`src/rtl/wb_enc_frontend_pkg.sv`:
```
// Shared constants, types and field helpers for the Wishbone front-end of the LWE core.
package wb_enc_frontend_pkg;

  localparam logic [31:0] DEF_OPCODE_ADDR = 32'h3000_0000;
  localparam logic [31:0] DEF_STATUS_ADDR = 32'h3000_0004;
  localparam int unsigned DEF_DATA_WIDTH  = 128;
  localparam int unsigned DEF_ADDR_WIDTH  = 10;

  localparam int unsigned WB_DW = 32;
  localparam int unsigned SEL_W = 4;

  // Instruction word layout: {dst, src1, src0, opcode} packed from bit 0 upward
  localparam int unsigned OPCODE_W   = 2;
  localparam int unsigned OPCODE_LSB = 0;
  localparam int unsigned SRC0_LSB   = OPCODE_LSB + OPCODE_W;

  function automatic int unsigned src1_lsb(input int unsigned aw);
    return SRC0_LSB + aw;
  endfunction

  function automatic int unsigned dst_lsb(input int unsigned aw);
    return SRC0_LSB + 2 * aw;
  endfunction

  // Opcode encodings; the meaning is owned by the core, the front-end only forwards them
  localparam logic [OPCODE_W-1:0] OP_ENC = 2'd0;
  localparam logic [OPCODE_W-1:0] OP_DEC = 2'd1;
  localparam logic [OPCODE_W-1:0] OP_ADD = 2'd2;
  localparam logic [OPCODE_W-1:0] OP_MUL = 2'd3;

  typedef enum logic [1:0] {
    RGN_MEM      = 2'd0,
    RGN_OPC      = 2'd1,
    RGN_STAT     = 2'd2,
    RGN_UNMAPPED = 2'd3
  } region_e;

  localparam int unsigned STATE_W = 3;
  localparam logic [STATE_W-1:0] S_IDLE    = 3'd0;
  localparam logic [STATE_W-1:0] S_RD_WAIT = 3'd1;
  localparam logic [STATE_W-1:0] S_RD_CAP  = 3'd2;
  localparam logic [STATE_W-1:0] S_RMW_WR  = 3'd3;
  localparam logic [STATE_W-1:0] S_ISSUE   = 3'd4;
  localparam logic [STATE_W-1:0] S_ACK     = 3'd5;

endpackage

```
`src/rtl/wb_enc_frontend_addr_decode.sv`:
```
// Combinational Wishbone address classifier and instruction-field extractor.
module wb_addr_decode
  import wb_enc_frontend_pkg::*;
#(
  parameter int unsigned ADDR_WIDTH  = DEF_ADDR_WIDTH,
  parameter logic [31:0] OPCODE_ADDR = DEF_OPCODE_ADDR,
  parameter logic [31:0] STATUS_ADDR = DEF_STATUS_ADDR
) (
  input  logic [WB_DW-1:0]      adr,
  input  logic [WB_DW-1:0]      dat,
  output region_e               region_c,
  output logic [ADDR_WIDTH-1:0] word_c,
  output logic [OPCODE_W-1:0]   opcode_c,
  output logic [ADDR_WIDTH-1:0] src0_c,
  output logic [ADDR_WIDTH-1:0] src1_c,
  output logic [ADDR_WIDTH-1:0] dst_c
);

  localparam int unsigned SRC1_LSB = src1_lsb(ADDR_WIDTH);
  localparam int unsigned DST_LSB  = dst_lsb(ADDR_WIDTH);

  assign word_c   = adr[ADDR_WIDTH-1:0];
  assign opcode_c = dat[OPCODE_LSB +: OPCODE_W];
  assign src0_c   = dat[SRC0_LSB +: ADDR_WIDTH];
  assign src1_c   = dat[SRC1_LSB +: ADDR_WIDTH];
  assign dst_c    = dat[DST_LSB +: ADDR_WIDTH];

  // Scratchpad window sits at the bottom of the address space
  always_comb begin
    region_c = RGN_UNMAPPED;
    if (adr[WB_DW-1:ADDR_WIDTH] == '0) begin
      region_c = RGN_MEM;
    end else if (adr == OPCODE_ADDR) begin
      region_c = RGN_OPC;
    end else if (adr == STATUS_ADDR) begin
      region_c = RGN_STAT;
    end
  end

endmodule

```
`src/rtl/wb_enc_frontend.sv`:
```
// Wishbone slave front-end: scratchpad access with byte-merge, instruction issue and status readback.
module wb_enc_frontend
  import wb_enc_frontend_pkg::*;
#(
  parameter logic [31:0] OPCODE_ADDR = DEF_OPCODE_ADDR,
  parameter logic [31:0] STATUS_ADDR = DEF_STATUS_ADDR,
  parameter int unsigned DATA_WIDTH  = DEF_DATA_WIDTH,
  parameter int unsigned ADDR_WIDTH  = DEF_ADDR_WIDTH
) (
  input  logic                  wb_clk_i,
  input  logic                  wb_rst_i,
  input  logic                  wbs_stb_i,
  input  logic                  wbs_cyc_i,
  input  logic                  wbs_we_i,
  input  logic [SEL_W-1:0]      wbs_sel_i,
  input  logic [WB_DW-1:0]      wbs_dat_i,
  input  logic [WB_DW-1:0]      wbs_adr_i,
  output logic                  wbs_ack_o,
  output logic [WB_DW-1:0]      wbs_dat_o,
  output logic                  mem_en_o,
  output logic                  mem_we_o,
  output logic [ADDR_WIDTH-1:0] mem_addr_o,
  output logic [DATA_WIDTH-1:0] mem_wdata_o,
  input  logic [DATA_WIDTH-1:0] mem_rdata_i,
  input  logic                  core_busy_i,
  output logic                  instr_valid_o,
  input  logic                  instr_ready_i,
  output logic [OPCODE_W-1:0]   instr_opcode_o,
  output logic [ADDR_WIDTH-1:0] instr_src0_o,
  output logic [ADDR_WIDTH-1:0] instr_src1_o,
  output logic [ADDR_WIDTH-1:0] instr_dst_o
);

  region_e               region_c;
  logic [ADDR_WIDTH-1:0] word_c;
  logic [OPCODE_W-1:0]   opcode_c;
  logic [ADDR_WIDTH-1:0] src0_c;
  logic [ADDR_WIDTH-1:0] src1_c;
  logic [ADDR_WIDTH-1:0] dst_c;

  wb_addr_decode #(
    .ADDR_WIDTH  (ADDR_WIDTH),
    .OPCODE_ADDR (OPCODE_ADDR),
    .STATUS_ADDR (STATUS_ADDR)
  ) u_decode (
    .adr      (wbs_adr_i),
    .dat      (wbs_dat_i),
    .region_c (region_c),
    .word_c   (word_c),
    .opcode_c (opcode_c),
    .src0_c   (src0_c),
    .src1_c   (src1_c),
    .dst_c    (dst_c)
  );

  logic [STATE_W-1:0]    state_q,  state_d;
  logic                  ack_q,    ack_d;
  logic [WB_DW-1:0]      dat_q,    dat_d;
  logic                  mem_en_q, mem_en_d;
  logic                  mem_we_q, mem_we_d;
  logic [ADDR_WIDTH-1:0] mem_addr_q,  mem_addr_d;
  logic [DATA_WIDTH-1:0] mem_wdata_q, mem_wdata_d;
  logic                  valid_q,  valid_d;
  logic [OPCODE_W-1:0]   opcode_q, opcode_d;
  logic [ADDR_WIDTH-1:0] src0_q,   src0_d;
  logic [ADDR_WIDTH-1:0] src1_q,   src1_d;
  logic [ADDR_WIDTH-1:0] dst_q,    dst_d;
  logic [WB_DW-1:0]      wdat_q,   wdat_d;
  logic [SEL_W-1:0]      sel_q,    sel_d;
  logic                  rmw_q,    rmw_d;
  logic                  drop_q,   drop_d;

  logic                  req_c;
  logic                  ack_ok_c;
  logic [DATA_WIDTH-1:0] merged_c;

  assign req_c    = wbs_cyc_i & wbs_stb_i;
  // A master that let go of cyc at any point before the ack must not see one
  assign ack_ok_c = wbs_cyc_i & ~drop_q;

  // Byte-lane merge of the held write data into the word just read back
  always_comb begin
    merged_c = mem_rdata_i;
    for (int b = 0; b < int'(SEL_W); b++) begin
      if (sel_q[b]) merged_c[8*b +: 8] = wdat_q[8*b +: 8];
    end
  end

  // Next-state and next-output logic
  always_comb begin
    state_d     = state_q;
    ack_d       = 1'b0;
    dat_d       = '0;
    mem_en_d    = 1'b0;
    mem_we_d    = 1'b0;
    mem_addr_d  = mem_addr_q;
    mem_wdata_d = mem_wdata_q;
    valid_d     = valid_q;
    opcode_d    = opcode_q;
    src0_d      = src0_q;
    src1_d      = src1_q;
    dst_d       = dst_q;
    wdat_d      = wdat_q;
    sel_d       = sel_q;
    rmw_d       = rmw_q;
    drop_d      = drop_q | ~wbs_cyc_i;

    case (state_q)
      S_IDLE: begin
        drop_d = 1'b0;
        if (req_c) begin
          case (region_c)
            RGN_MEM: begin
              if (!core_busy_i) begin
                mem_addr_d = word_c;
                mem_en_d   = 1'b1;
                if (wbs_we_i && wbs_sel_i == {SEL_W{1'b1}}) begin
                  mem_we_d    = 1'b1;
                  mem_wdata_d = DATA_WIDTH'(wbs_dat_i);
                  ack_d       = 1'b1;
                  state_d     = S_ACK;
                end else begin
                  rmw_d   = wbs_we_i;
                  wdat_d  = wbs_dat_i;
                  sel_d   = wbs_sel_i;
                  state_d = S_RD_WAIT;
                end
              end
            end
            RGN_OPC: begin
              if (wbs_we_i) begin
                opcode_d = opcode_c;
                src0_d   = src0_c;
                src1_d   = src1_c;
                dst_d    = dst_c;
                valid_d  = 1'b1;
                state_d  = S_ISSUE;
              end else begin
                ack_d   = 1'b1;
                state_d = S_ACK;
              end
            end
            RGN_STAT: begin
              if (!wbs_we_i) dat_d = {30'd0, valid_q, core_busy_i};
              ack_d   = 1'b1;
              state_d = S_ACK;
            end
            default: begin
              ack_d   = 1'b1;
              state_d = S_ACK;
            end
          endcase
        end
      end
      S_RD_WAIT: begin
        state_d = S_RD_CAP;
      end
      S_RD_CAP: begin
        if (rmw_q) begin
          mem_en_d    = 1'b1;
          mem_we_d    = 1'b1;
          mem_wdata_d = merged_c;
          state_d     = S_RMW_WR;
        end else begin
          dat_d   = mem_rdata_i[WB_DW-1:0];
          ack_d   = ack_ok_c;
          state_d = S_ACK;
        end
      end
      S_RMW_WR: begin
        ack_d   = ack_ok_c;
        state_d = S_ACK;
      end
      S_ISSUE: begin
        if (instr_ready_i) begin
          valid_d = 1'b0;
          ack_d   = ack_ok_c;
          state_d = S_ACK;
        end
      end
      S_ACK: begin
        state_d = S_IDLE;
      end
      default: begin
        valid_d = 1'b0;
        state_d = S_IDLE;
      end
    endcase
  end

  // State and registered-output flops
  always_ff @(posedge wb_clk_i or posedge wb_rst_i) begin
    if (wb_rst_i) begin
      state_q     <= S_IDLE;
      ack_q       <= 1'b0;
      dat_q       <= '0;
      mem_en_q    <= 1'b0;
      mem_we_q    <= 1'b0;
      mem_addr_q  <= '0;
      mem_wdata_q <= '0;
      valid_q     <= 1'b0;
      opcode_q    <= '0;
      src0_q      <= '0;
      src1_q      <= '0;
      dst_q       <= '0;
      wdat_q      <= '0;
      sel_q       <= '0;
      rmw_q       <= 1'b0;
      drop_q      <= 1'b0;
    end else begin
      state_q     <= state_d;
      ack_q       <= ack_d;
      dat_q       <= dat_d;
      mem_en_q    <= mem_en_d;
      mem_we_q    <= mem_we_d;
      mem_addr_q  <= mem_addr_d;
      mem_wdata_q <= mem_wdata_d;
      valid_q     <= valid_d;
      opcode_q    <= opcode_d;
      src0_q      <= src0_d;
      src1_q      <= src1_d;
      dst_q       <= dst_d;
      wdat_q      <= wdat_d;
      sel_q       <= sel_d;
      rmw_q       <= rmw_d;
      drop_q      <= drop_d;
    end
  end

  assign wbs_ack_o      = ack_q;
  assign wbs_dat_o      = dat_q;
  assign mem_en_o       = mem_en_q;
  assign mem_we_o       = mem_we_q;
  assign mem_addr_o     = mem_addr_q;
  assign mem_wdata_o    = mem_wdata_q;
  assign instr_valid_o  = valid_q;
  assign instr_opcode_o = opcode_q;
  assign instr_src0_o   = src0_q;
  assign instr_src1_o   = src1_q;
  assign instr_dst_o    = dst_q;

endmodule

```
`config.mk`:
```
export PLATFORM = sky130hd
export DESIGN_NAME = wb_enc_frontend
export DESIGN_NICKNAME = d
export VERILOG_FILES = /design/src/rtl/wb_enc_frontend_pkg.sv /design/src/rtl/wb_enc_frontend_addr_decode.sv /design/src/rtl/wb_enc_frontend.sv
export SDC_FILE = /design/constraint.sdc
export NUM_CORES = 1
export LEC_CHECK = 0
export BUFFER_PORTS_ARGS = -buffer_cell sky130_fd_sc_hd__clkbuf_2
export CAP_MARGIN = 10
export CELL_PAD_IN_SITES_DETAIL_PLACEMENT = 1
export CELL_PAD_IN_SITES_GLOBAL_PLACEMENT = 1
export CORE_UTILIZATION = 33
export CTS_BUF_LIST = sky130_fd_sc_hd__clkbuf_4 sky130_fd_sc_hd__clkbuf_8 sky130_fd_sc_hd__clkbuf_16
export DETAILED_ROUTE_END_ITERATION = 12
export PLACE_DENSITY = 0.73
export SYNTH_ARGS = -nofsm -noshare
export SYNTH_HDL_FRONTEND = slang
export SYNTH_SLANG_ARGS = --single-unit
```
`constraint.sdc`:
```
create_clock -name wb_clk_i -period 6.4 [get_ports wb_clk_i]
set_clock_uncertainty 0.2 [all_clocks]
set_input_delay 0 -clock wb_clk_i [delete_from_list [all_inputs] [get_ports wb_clk_i]]
set_output_delay 0 -clock wb_clk_i [all_outputs]
set_load 0.01 [all_outputs]
```
==> flow_summary_export.csv <==
group,metric,value,unit
place,post-dp-hpwl,23.9,mm
synth,ys_types,44,
timing,finalMaxSlewViolations,0,
cts,clockRootBuffer,"clkbuf_16",
synth,synth-edff-count,0,
cts,cts_made_buffers,28,
worst_setup_path,path_delay_family,"simple AND/OR/NAND/NOR gates",
synth,yosys.area.top_type,"dfrtp_1",
synth,synth_top_cell_area_share,60.0,%
worst_setup_path,cp-end-kind,"flip-flop",
worst_setup_path,arrival,3.59,ns
worst_setup_path,cp_slowest_stage_delay,0.91,ns
timing,whs,0.0292,ns
place,placed_area,12600,µm²
finish,final_cells,1969,
grt,grt_start_max_net_pins,183,
cts,clock_latency,0.54,ns
timing,relSlewSlack,24.7,%
timing,max_freq,298,MHz
power_and_ir_drop,p_sw,956,µW
cts,path_clk_slew,0.06,ns
synth,syn_avg_cell_area,10.8,µm²
power_and_ir_drop,p_sw_share,25.1,%
grt,grtUsageTotal,25.2,%
finish,area_growth,52.7,%
power_and_ir_drop,leakagePower,0.00796,µW
synth,syn_nets,1160,
timing,rsz0062_at_grt,"false",
outcome,status,"complete, no violations",
timing,period_needed,3.35,ns
detailed_routing,drt_iter0_drc,478,
synth,ys_seq_area_share,60.0,%
die,core_area,30700,µm²
detailed_routing,via_per_inst,4.94,
die,die_y,179,µm
cts,cts_max_level,1,
detailed_routing,ant_nets,0,
worst_setup_path,worst-endpoint-required,6.64,ns
worst_setup_path,worstPathCellList,"nand2b_1, nor2_4, buf_4, and2_4, nor2_4, o22ai_1",
worst_setup_path,cpMostUsedCell,"nor2_4",
synth,ys_seq_elements,247,
cts,cts_buffer_depth,3,
die,io_pins,409,
power_and_ir_drop,seqPwrFrac,43.1,%
finish,final_nets,1753,
synth,synthCells,957,
die,start_util,33.6,%
grt,grt_pass1_vias,10900,
place,placed_cells_incl_taps,1703,
grt,grt_pass1_wl,61.9,mm
timing,min_period_over_period,52.4,%
synth,synth_most_common_cell,"nand2_1",
worst_hold_path,worstHoldPathType,"input pin to async pin",
power_and_ir_drop,pwr-share-comb,13.4,%
finish,design_area,15700,µm²
power_and_ir_drop,pwr-share-clk,43.5,%
cts,cts_tree,"yes",
die,die_w,179,µm
detailed_routing,drt_wl_total,41.0,mm
synth,synth_area_leaders,"dfrtp_1 60%, nand2_1 11%, o21ai_0 6.0%",
timing,setup_violations,0,
power_and_ir_drop,p_int,2860,µW
power_and_ir_drop,vdd_drop_max,181,µV
run,maxCapViolCount,0,
cts,cts_sinks,247,
synth,yosysWarnings,0,
synth,syn-cell-area,10300,µm²
worst_setup_path,path_max_fanout,97,
die,rows,64,
grt,antenna_found_initial,2,
synth,ys.flop_type,"dfrtp_1",
place,numPortBuffers,408,
detailed_routing,wl_per_cell,20.8,µm
worst_setup_path,cp-start-kind,"flip-flop",
finish,layout-drive-gt1-share,33.0,%
timing,hold_viol,0,
timing,worst_slew_pin_slew,1.13,ns
synth,synth_common_cells,"295 x nand2_1, 247 x dfrtp_1, 123 x o21ai_0, 39 x mux2_1, 33 x mux2i_1",
place,place_congestion,0.793,
timing,fin_setup_tns,0,ns
worst_setup_path,critPathKind,"flip-flop to flip-flop",
detailed_routing,dr.pass1.iters,4,
power_and_ir_drop,p_per_area,243,nW/µm²
die,dieArea,31900,µm²
worst_setup_path,critPathBufInv,1,
detailed_routing,drc,0,
detailed_routing,vias,9734,
finish,fillers,3404,
cts,cts_setup_buffers,0,
synth,ys_async_sr_fraction,100,%
grt,grt_overflow,0,
worst_setup_path,crit_slowest_cell,"and2_4",
flip-flops by register name, summed over array words and instances, names as in the netlist:
register	flops
mem_wdata_o	128
wbs_dat_o	32
wdat_q	32
instr_dst_o	10
instr_src0_o	10
instr_src1_o	10
mem_addr_o	10
sel_q	4
state_q	3
instr_opcode_o	2
drop_q	1
instr_valid_o	1
mem_en_o	1
mem_we_o	1
rmw_q	1
wbs_ack_o	1
logic make-up (layout without fill, tap and decap cells):
family          count (synthesis)  count (layout)  share of synthesized area [%]
mux                           100             100                           11.2
compound gates                173             173                           9.59
buf+inv                        71             685                           3.25
simple gates                  366             366                           15.9
flops                         247             247                           60.0
other cells                     0               2                              0
stage by stage:
step / setup slack, ns / util [%] / total power (µW)
final: 3.05 / 51.2 / 3820
after global routing: 2.79 / 51.2 / 3960
after CTS: 3.04 / 51.2 / 3840
after detailed placement: 3.04 / 41.1 / 2050
after global placement: 3.13 / 41.1 / 2040
after floorplan: 2.95 / - / 1860
power groups by stage:
stage                     Combinational [µW]  Clock (µW)  Sequential (µW)
after floorplan                          188           0             1680
after global placement                   378           0             1660
after detailed placement                 385           0             1670
after CTS                                505        1690             1640
after global routing                     563        1750             1650
final                                    512        1660             1640
timing repair:
item,in CTS,in global routing
resized for setup,0,0
hold buffers,213,0
hold endpoints to repair,425,0
endpoints found under the setup margin,0,0
cell type report:
| class | instances | area [µm²] | area share, % |
|---|---|---|---|
| Multi-Input combinational cell | 639 | 3810 | 24.2 |
| Tap cell | 396 | 495 | 3.15 |
| Antenna cell | 2 | 5.00 | 0.0318 |
| Clock inverter | 10 | 103 | 0.653 |
| Clock buffer | 41 | 860 | 5.47 |
| Inverter | 6 | 26.3 | 0.167 |
| Sequential cell | 247 | 6180 | 39.3 |
| Timing Repair Buffer | 628 | 4240 | 27.0 |
final timing paths:
check | startpoint | to | slack [ns] | depth (start not counted)
setup / recovery | state_q[2] | mem_wdata_o[30] | 3.05 | 6
hold reg to reg | mem_addr_o[6] | mem_addr_o[6] | 0.27 | 2
hold / removal | wb_rst_i | wbs_dat_o[23] | 0.03 | 4
max in group asynchronous | wb_rst_i | mem_wdata_o[48] | 4.28 | 5
min in group wb_clk_i | mem_rdata_i[101] | mem_wdata_o[101] | 0.03 | 4
setup reg to reg | state_q[2] | mem_wdata_o[30] | 3.05 | 6
worst reg2reg max path, cell delays in order (launching register included):
cell and delay [ns]:
dfrtp_1 0.45, nand2b_1 0.27, nor2_4 0.11, buf_4 0.51, and2_4 0.92, nor2_4 0.53
o22ai_1 0.26
metal layers:
metal,GRT usage (%),wire length (µm),vias to the layer above
li1,-,-,4379
met1,28.5,15900,4852
met2,45.6,20700,400
met3,6.24,2820,103
met4,8.86,1510,0
met5,0,0,-
placed cells by master, fill, tap and decap left out, types with 6 or more instances in the layout:
cell type	Yosys	layout
clkinv_2	0	7
o21ai_0	123	123
dfrtp_1	247	247
mux2_4	18	18
and2_1	32	31
nor2_1	10	9
o22ai_2	9	9
mux2_2	10	10
o21ai_1	9	9
clkbuf_2	6	408
nand2_1	295	294
clkbuf_16	0	29
buf_4	2	6
o22ai_1	23	23
clkbuf_8	0	7
dlygate4sd3_1	0	213
mux2_1	39	39
mux2i_1	33	33
Note: power is estimated with default switching activity, not from simulation.
